==> src/rtl/image_pkg.sv <==
// Shared image-side definitions: loader FSM states, 12-bit RGB pixel type
// and the default high-byte marker nibble.
package image_pkg;

    typedef enum logic [1:0] {
        IDLE = 2'd0,
        HI   = 2'd1,
        LO   = 2'd2,
        DONE = 2'd3
    } state_t;

    typedef logic [11:0] pixel_t;

    localparam logic [3:0] MARKER_DEFAULT = 4'hA;

endpackage

==> src/rtl/image_loader_pixel_packer.sv <==
// Pairs high/low bytes into a 12-bit pixel: validates the high-byte marker,
// latches its nibble, and strobes a pixel when the low byte is accepted.
import image_pkg::*;

module pixel_packer #(
    parameter logic [3:0] MARKER = MARKER_DEFAULT
) (
    input  logic       clk,
    input  logic       rst_n,
    input  logic       clear,
    input  logic       accept,
    input  logic       phase_lo,
    input  logic [7:0] byte_data,
    output logic       hi_ok,
    output logic       hi_bad,
    output logic       pix_valid,
    output pixel_t     pix_data
);

    logic [3:0] nibble_reg;
    logic       marker_match;

    assign marker_match = (byte_data[7:4] == MARKER);

    // A restart takes priority over any byte accepted in the same cycle.
    assign hi_ok     = accept && !phase_lo &&  marker_match && !clear;
    assign hi_bad    = accept && !phase_lo && !marker_match && !clear;
    assign pix_valid = accept &&  phase_lo && !clear;
    assign pix_data  = {nibble_reg, byte_data};

    always_ff @(posedge clk or negedge rst_n) begin
        if (!rst_n) begin
            nibble_reg <= 4'd0;
        end else if (clear) begin
            nibble_reg <= 4'd0;
        end else if (hi_ok) begin
            nibble_reg <= byte_data[3:0];
        end
    end

endmodule

==> src/rtl/image_loader.sv <==
// Loads a WIDTH x HEIGHT 12-bit image from a byte stream into the sprite BRAM
// write port, row-major from address 0.
import image_pkg::*;

module image_loader #(
    parameter int         WIDTH  = 256,
    parameter int         HEIGHT = 256,
    parameter logic [3:0] MARKER = MARKER_DEFAULT,
    localparam int        ADDR_W = (WIDTH * HEIGHT > 1) ? $clog2(WIDTH * HEIGHT) : 1
) (
    input  logic              pixel_clk_in,
    input  logic              rst_in,
    input  logic              start_in,
    input  logic [7:0]        byte_in,
    input  logic              byte_valid_in,
    output logic              byte_ready_out,
    output logic [ADDR_W-1:0] bram_addr_out,
    output logic [11:0]       bram_data_out,
    output logic              bram_we_out,
    output logic              busy_out,
    output logic              done_out,
    output logic              error_out
);

    localparam logic [ADDR_W-1:0] LAST_ADDR = ADDR_W'(WIDTH * HEIGHT - 1);

    state_t            state_reg, state_next;
    logic [ADDR_W-1:0] cnt_reg, cnt_next;
    logic [ADDR_W-1:0] addr_reg;
    pixel_t            data_reg;
    logic              we_reg, busy_reg, done_reg, err_reg;
    logic              done_next;

    logic   accept;
    logic   hi_ok, hi_bad, pix_valid;
    pixel_t pix_data;

    assign byte_ready_out = (state_reg == HI) || (state_reg == LO);
    assign accept         = byte_valid_in && byte_ready_out;

    pixel_packer #(
        .MARKER(MARKER)
    ) u_packer (
        .clk       (pixel_clk_in),
        .rst_n     (rst_in),
        .clear     (start_in),
        .accept    (accept),
        .phase_lo  (state_reg == LO),
        .byte_data (byte_in),
        .hi_ok     (hi_ok),
        .hi_bad    (hi_bad),
        .pix_valid (pix_valid),
        .pix_data  (pix_data)
    );

    always_comb begin
        state_next = state_reg;
        cnt_next   = cnt_reg;
        done_next  = 1'b0;
        if (start_in) begin
            state_next = HI;
            cnt_next   = '0;
        end else begin
            case (state_reg)
                IDLE: state_next = IDLE;
                HI: begin
                    if (hi_ok) begin
                        state_next = LO;
                    end
                end
                LO: begin
                    if (pix_valid) begin
                        if (cnt_reg == LAST_ADDR) begin
                            state_next = DONE;
                        end else begin
                            state_next = HI;
                            cnt_next   = cnt_reg + 1'b1;
                        end
                    end
                end
                DONE: begin
                    state_next = IDLE;
                    done_next  = 1'b1;
                end
                default: state_next = IDLE;
            endcase
        end
    end

    always_ff @(posedge pixel_clk_in or negedge rst_in) begin
        if (!rst_in) begin
            state_reg <= IDLE;
            cnt_reg   <= '0;
            addr_reg  <= '0;
            data_reg  <= '0;
            we_reg    <= 1'b0;
            busy_reg  <= 1'b0;
            done_reg  <= 1'b0;
            err_reg   <= 1'b0;
        end else begin
            state_reg <= state_next;
            cnt_reg   <= cnt_next;
            we_reg    <= pix_valid;
            // Address/data hold their last written values between writes.
            if (pix_valid) begin
                addr_reg <= cnt_reg;
                data_reg <= pix_data;
            end
            busy_reg <= (state_next == HI) || (state_next == LO);
            done_reg <= done_next;
            err_reg  <= hi_bad;
        end
    end

    assign bram_addr_out = addr_reg;
    assign bram_data_out = data_reg;
    assign bram_we_out   = we_reg;
    assign busy_out      = busy_reg;
    assign done_out      = done_reg;
    assign error_out     = err_reg;

endmodule

==> config.mk <==
export PLATFORM = sky130hd
export DESIGN_NAME = image_loader
export DESIGN_NICKNAME = d
export VERILOG_FILES = /design/src/rtl/image_pkg.sv /design/src/rtl/image_loader_pixel_packer.sv /design/src/rtl/image_loader.sv
export SDC_FILE = /design/constraint.sdc
export NUM_CORES = 1
export LEC_CHECK = 0
export CAP_MARGIN = 10
export CORE_AREA = 2 2 95 107
export DETAILED_ROUTE_END_ITERATION = 8
export DIE_AREA = 0 0 97 109
export HOLD_SLACK_MARGIN = 0.12
export PLACE_DENSITY_LB_ADDON = 0.08
export SYNTH_ARGS = -nofsm -noshare
export SYNTH_HDL_FRONTEND = slang
export SYNTH_SLANG_ARGS = --single-unit
==> constraint.sdc <==
create_clock -name pixel_clk_in -period 2.2 [get_ports pixel_clk_in]
set_input_delay 0.55 -clock pixel_clk_in [delete_from_list [all_inputs] [get_ports pixel_clk_in]]
set_output_delay 0.55 -clock pixel_clk_in [all_outputs]
set_load 0.02 [all_outputs]
Word level (Yosys, flattened, before mapping)
Cells that the tools add are included.
{ "word_totals": {"reg_bits": 54, "inputBits": 12, "output_inout_bits": 33, "wordCells": 50} }
{ "op_classes": {"n_reduce_logical": 19, "mux": 13, "n_eq_ne": 8, "add_sub_neg": 1} }
{ "ops": {"columns": ["cell", "count"], "rows": [
  ["$mux 16", 4],
  ["$add 16x1->16 const B", 1],
  ["$eq 16x16->1 const B", 1],
  ["$logic_and 1x1->1", 8],
  ["$mux 2", 4],
  ["$mux 4", 2],
  ["$eq 2x2->1 const B", 3],
  ["$pmux 2 s3", 1],
  ["$reduce_bool 2->1", 3],
  ["$eq 2x1->1 const B", 2],
  ["$eq 4x4->1 const B", 1],
  ["$logic_not 1->1", 3],
  ["$reduce_and 3->1", 1],
  ["$logic_not 2->1", 1],
  ["$logic_or 1x1->1", 2],
  ["$mux 1", 2],
  ["$ne 2x2->1 const B", 1],
  ["$reduce_or 2->1", 1]
]} }

Depth between registers and ports, before layout
Gate-level depths: netlist of the first run.
{ "logic_depth": {"depth_word": 11, "mapped_depth": 7} }

By module
From an unflattened synthesis of the first run, not the netlist that was laid out.
{ "unflattened": {"cells_unflattened": 215, "hier_area_um2": 2561.2} }
{ "modules_own_cells": {"columns": ["mod", "area_per_inst_um2", "n_inst", "cells_each"], "rows": [
  ["image_loader", 2233.4, 1, 185],
  ["pixel_packer", 327.8, 1, 30]
]} }

Least setup slack after synthesis of the first run
Ideal clock, no wire load.
{ "synth_path": {"path_type": "reg-to-reg", "startpoint": "register state_reg[0]", "endpoint": "register cnt_reg[13]", "required_time_ps": 2068, "t_arrival_ps": 1935, "n_path_buf": 0, "period_less_slack_ps": 2066, "slack_ps": 134, "setup_time_ps": 132, "path_stages_with_launch": 8, "path_cell_list": "dfrtp_1 -> inv_1 -> ha_1 -> nand4b_4 -> or4_4 -> nor4b_2 -> xnor2_1 -> nor2_1"} }
{ "synth_between": {"elab_chain_len": 7, "word_cells_on_any_way": 9, "cone_classes": "eq/ne: 2; reduce/logical: 7"} }
{ "synth_lines": {"columns": ["item", "line_no", "text"], "rows": [
  ["start: declaration", "image_loader.sv:27", "state_t state_reg, state_next;"],
  ["start signal: assignment", "image_loader.sv:101", "state_reg <= state_next;"],
  ["$eq 2x1->1 / $eq 2x2->1 (equally long branches)", "image_loader.sv:38, image_loader.sv:48, image_loader.sv:64", null],
  ["$logic_or 1x1->1", "image_loader.sv:38", "assign byte_ready_out = (state_reg == HI) || (state_reg == LO);"],
  ["$logic_and 1x1->1", "image_loader.sv:39", "assign accept = byte_valid_in && byte_ready_out;"],
  ["$logic_and 1x1->1 (2 in a row)", "image_loader_pixel_packer.sv:28", "assign pix_valid = accept && phase_lo && !clear;"],
  ["$reduce_bool 2->1 (no line)", null, null],
  ["$reduce_and 3->1 (no line) (*)", null, null],
  ["end signal: assignment", "image_loader.sv:102", "cnt_reg <= cnt_next;"],
  ["end: declaration", "image_loader.sv:28", "logic [ADDR_W-1:0] cnt_reg, cnt_next;"]
]} }
Mark *: on every way between the ends. The rest lies on a longest branch, timed or not.
A chain may end at the register's enable or synchronous reset.

Worst setup path in the final report of the first run
Same ends and word-level chain as after synthesis.

==> results of run 1 <==
==> how the worst max path moves through the flow <==
stage                  startpoint     endpoint  slack, ns  depth (start not counted)
floorplan            state_reg[0]  cnt_reg[13]       0.13                          7
global placement    byte_valid_in   cnt_reg[9]      -0.18                          6
detailed placement  byte_valid_in   cnt_reg[9]      -0.17                          6
CTS                  state_reg[0]   cnt_reg[9]       0.06                          7
global route         state_reg[0]  cnt_reg[13]       0.02                          7
finish               state_reg[0]  cnt_reg[13]       0.14                          7
==> report_power, final <==
part | internal [mW] | total [mW] | switching, mW | leakage [nW]
logic | 0.0813 | 0.171 | 0.0899 | 0.613
clock network | 0.254 | 0.595 | 0.341 | 0.0472
registers | 1.01 | 1.01 | 0.00759 | 0.745
total | 1.34 | 1.78 | 0.438 | 1.40
==> layer usage <==
metal  GRT usage (%)  vias up  wire, microns
met2            18.9       31           2590
met1            12.8      834           2330
met3            2.69        4            217
li1                -      809              -
met5               0        -              0
met4            3.32        0             53
==> worst max-delay path: stages, from the launching register on <==
cell	delay, ns
dfrtp_1	0.41
inv_1	0.15
ha_4	0.24
nand4b_4	0.18
or4_4	0.54
nor4b_2	0.26
xnor2_1	0.15
nor2_1	0.05
==> kinds of logic after synthesis <==
| family | count (synthesis) | synth area share [%] |
|---|---|---|
| AO/OA/AOI/OAI | 15 | 3.83 |
| XOR/XNOR | 14 | 5.08 |
| adder cells (fa/ha/maj) | 5 | 2.59 |
| buffers and inverters | 11 | 1.87 |
| flip-flops | 54 | 56.0 |
| multiplexers | 28 | 13.1 |
| AND/OR/NAND/NOR | 72 | 17.6 |
==> cell type report <==
cell class	count	share of cell area (%)
Clock buffer	6	2.57
Clock inverter	2	0.390
Inverter	5	0.585
Multi-Input combinational cell	134	32.4
Sequential cell	54	42.1
Tap cell	120	4.68
Timing Repair Buffer	55	17.3
==> per-stage QoR <==
step | setup TNS [ns] | hold WS (ns) | power (mW) | instances
after global routing | 0 | 0.213 | 1.89 | 376
after global placement | -4.20 | 0.493 | 1.21 | 368
after CTS | 0 | 0.205 | 1.82 | 376
after floorplan | 0 | 0.254 | 1.11 | 199
final | 0 | 0.197 | 1.78 | 376
after detailed placement | -4.45 | 0.495 | 1.21 | 368
==> cells in the final DEF, fill, tap and decap left out, types with 3 or more instances in the layout <==
cell type         n
xnor2_1          14
dfrtp_1          54
mux2_2           28
nor2_1           19
nor3b_1           3
clkbuf_8          6
buf_12            3
nand3_1           3
nor3_1            9
a21oi_1           7
nand2_1          14
ha_1              3
nand4_1           4
buf_4             8
inv_1             5
o21ai_0           3
clkdlybuf4s50_1  42
==> what timing repair did <==
item / 4_1_cts / 5_1_grt
endpoints found under the setup margin: 1 / 5
gates resized for setup: 1 / 3
buffers inserted: 0 / 0
==> results.sh, run 1 <==
export IMPL_power_density_nw_per_um2=555
export IMPL_gp_congestion=0.708
export IMPL_regArea_sq_um=1350
export IMPL_drtPass1Iterations=4
export IMPL_synth_warnings=0
export IMPL_route_detailed_drc=0
export IMPL_rows=38
export IMPL_area_growth_pct=32.8
export IMPL_dieHeight_microns=109
export IMPL_coreArea_sq_um=9560
export IMPL_dpl_hpwl_microns=3730
export IMPL_drive_above_1_share_pct=23.0
export IMPL_cts_hold_buf=0
export IMPL_htree_levels=2
export IMPL_reg2regPathDepth=7
export IMPL_insertion_delay_ns=0.31
export IMPL_synth_ff_type="dfrtp_1"
export IMPL_grt_max_degree=36
export IMPL_io_pins=45
export IMPL_setup_viol=0
export IMPL_setup_ws_ns=0.143
export IMPL_ir_worst_vdd_mv=0.248
export IMPL_yosysTopAreaCell="dfrtp_1"
export IMPL_rrSetupSlack_ns=0.14
export IMPL_maxSlewViolCount=0
export IMPL_grt_overflow=0
export IMPL_ant_nets=0
export IMPL_path_clk_slew_ns=0.11
export IMPL_wl_microns=5200
export IMPL_netlist_area_sq_um=2410
export IMPL_relSlewSlack_pct=60.6
export IMPL_endpoint_kind="register"
export IMPL_grt_pass1_vias=1816
export IMPL_synth_edf_count=0
export IMPL_synthTopCellsByArea="dfrtp_1, mux2_2, xnor2_1"
export IMPL_drt_iter0_markers=37
export IMPL_p_leak_nw=1.40
export IMPL_synth_seq_cells=54
export IMPL_avgSynthCellArea_sq_um=12.1
export IMPL_final_core_util_pct=33.6
export IMPL_dpl_instance_area_sq_um=3090
export IMPL_clockBufferDepth=2
export IMPL_cts_tree="built"
export IMPL_yosysUniqueCellTypes=36
export IMPL_synth_seq_area_share_pct=56.0
export IMPL_clock_skew_ns=0.0161
export IMPL_fmax_mhz=486
export IMPL_cts_buffers=5
export IMPL_startpoint_type="register"
export IMPL_pre_cts_slack_ns=-0.169
export IMPL_vias=1678
export IMPL_critPathKind="reg -> reg"
export IMPL_grt_usage_pct=10.6
export IMPL_hold_viol=0
export IMPL_regToRegEndpoint="cnt_reg[13]"
export IMPL_cp_arrival_ns=2.27
export IMPL_outcome="completed"
export IMPL_rsz0062_at_grt="false"
export IMPL_synth_top_cell_area_share_pct=56.0
export IMPL_hp_class="in -> async"
export IMPL_diodes=0
export IMPL_period_minus_slack_ns=2.06
export IMPL_vias_per_cell=4.46
export IMPL_yosysMostFrequentCell="dfrtp_1"
export IMPL_worstPathRequired_ns=2.41
export IMPL_multi_input_area_sq_um=1040
export IMPL_cts_root_buf="clkbuf_8"
export IMPL_nets=272
export IMPL_drv_cap=0
export IMPL_period_share_pct=93.5
export IMPL_syn_inst=199
export IMPL_routedWlPerCell_microns=13.8
export IMPL_numClockSinks=54
export IMPL_design_die_area_sq_um=10600
export IMPL_r2r_start="state_reg[0]"
export IMPL_fin_area_sq_um=3210
export IMPL_worst_pin_slew_ns=0.586
export IMPL_start_util_pct=25.3
export IMPL_async_flop_share_pct=100
export IMPL_cp_max_fo=5
export IMPL_die_w_microns=97
export IMPL_grt_pass1_wl_microns=9030
export IMPL_fill_cells=989
export IMPL_synth_fp_nets=216
export IMPL_portBuffers=44
export IMPL_synthTopCellsByCount="dfrtp_1, mux2_2, nor2_1, nand2_1, xnor2_1"
export IMPL_antenna_found_initial=0
(Power assumes the default switching activity.)
==> run 2: changes to the inputs <==
--- a/config.mk
+++ b/config.mk
@@ -7,6 +7,7 @@
 export LEC_CHECK = 0
 export CAP_MARGIN = 10
 export CORE_AREA = 2 2 95 107
+export CTS_BUF_LIST = sky130_fd_sc_hd__clkbuf_4 sky130_fd_sc_hd__clkbuf_8 sky130_fd_sc_hd__clkbuf_16
 export DETAILED_ROUTE_END_ITERATION = 8
 export DIE_AREA = 0 0 97 109
 export HOLD_SLACK_MARGIN = 0.12
==> results of run 2 <==
No change in the layout: final DEF, timing and power equal those of run 1.
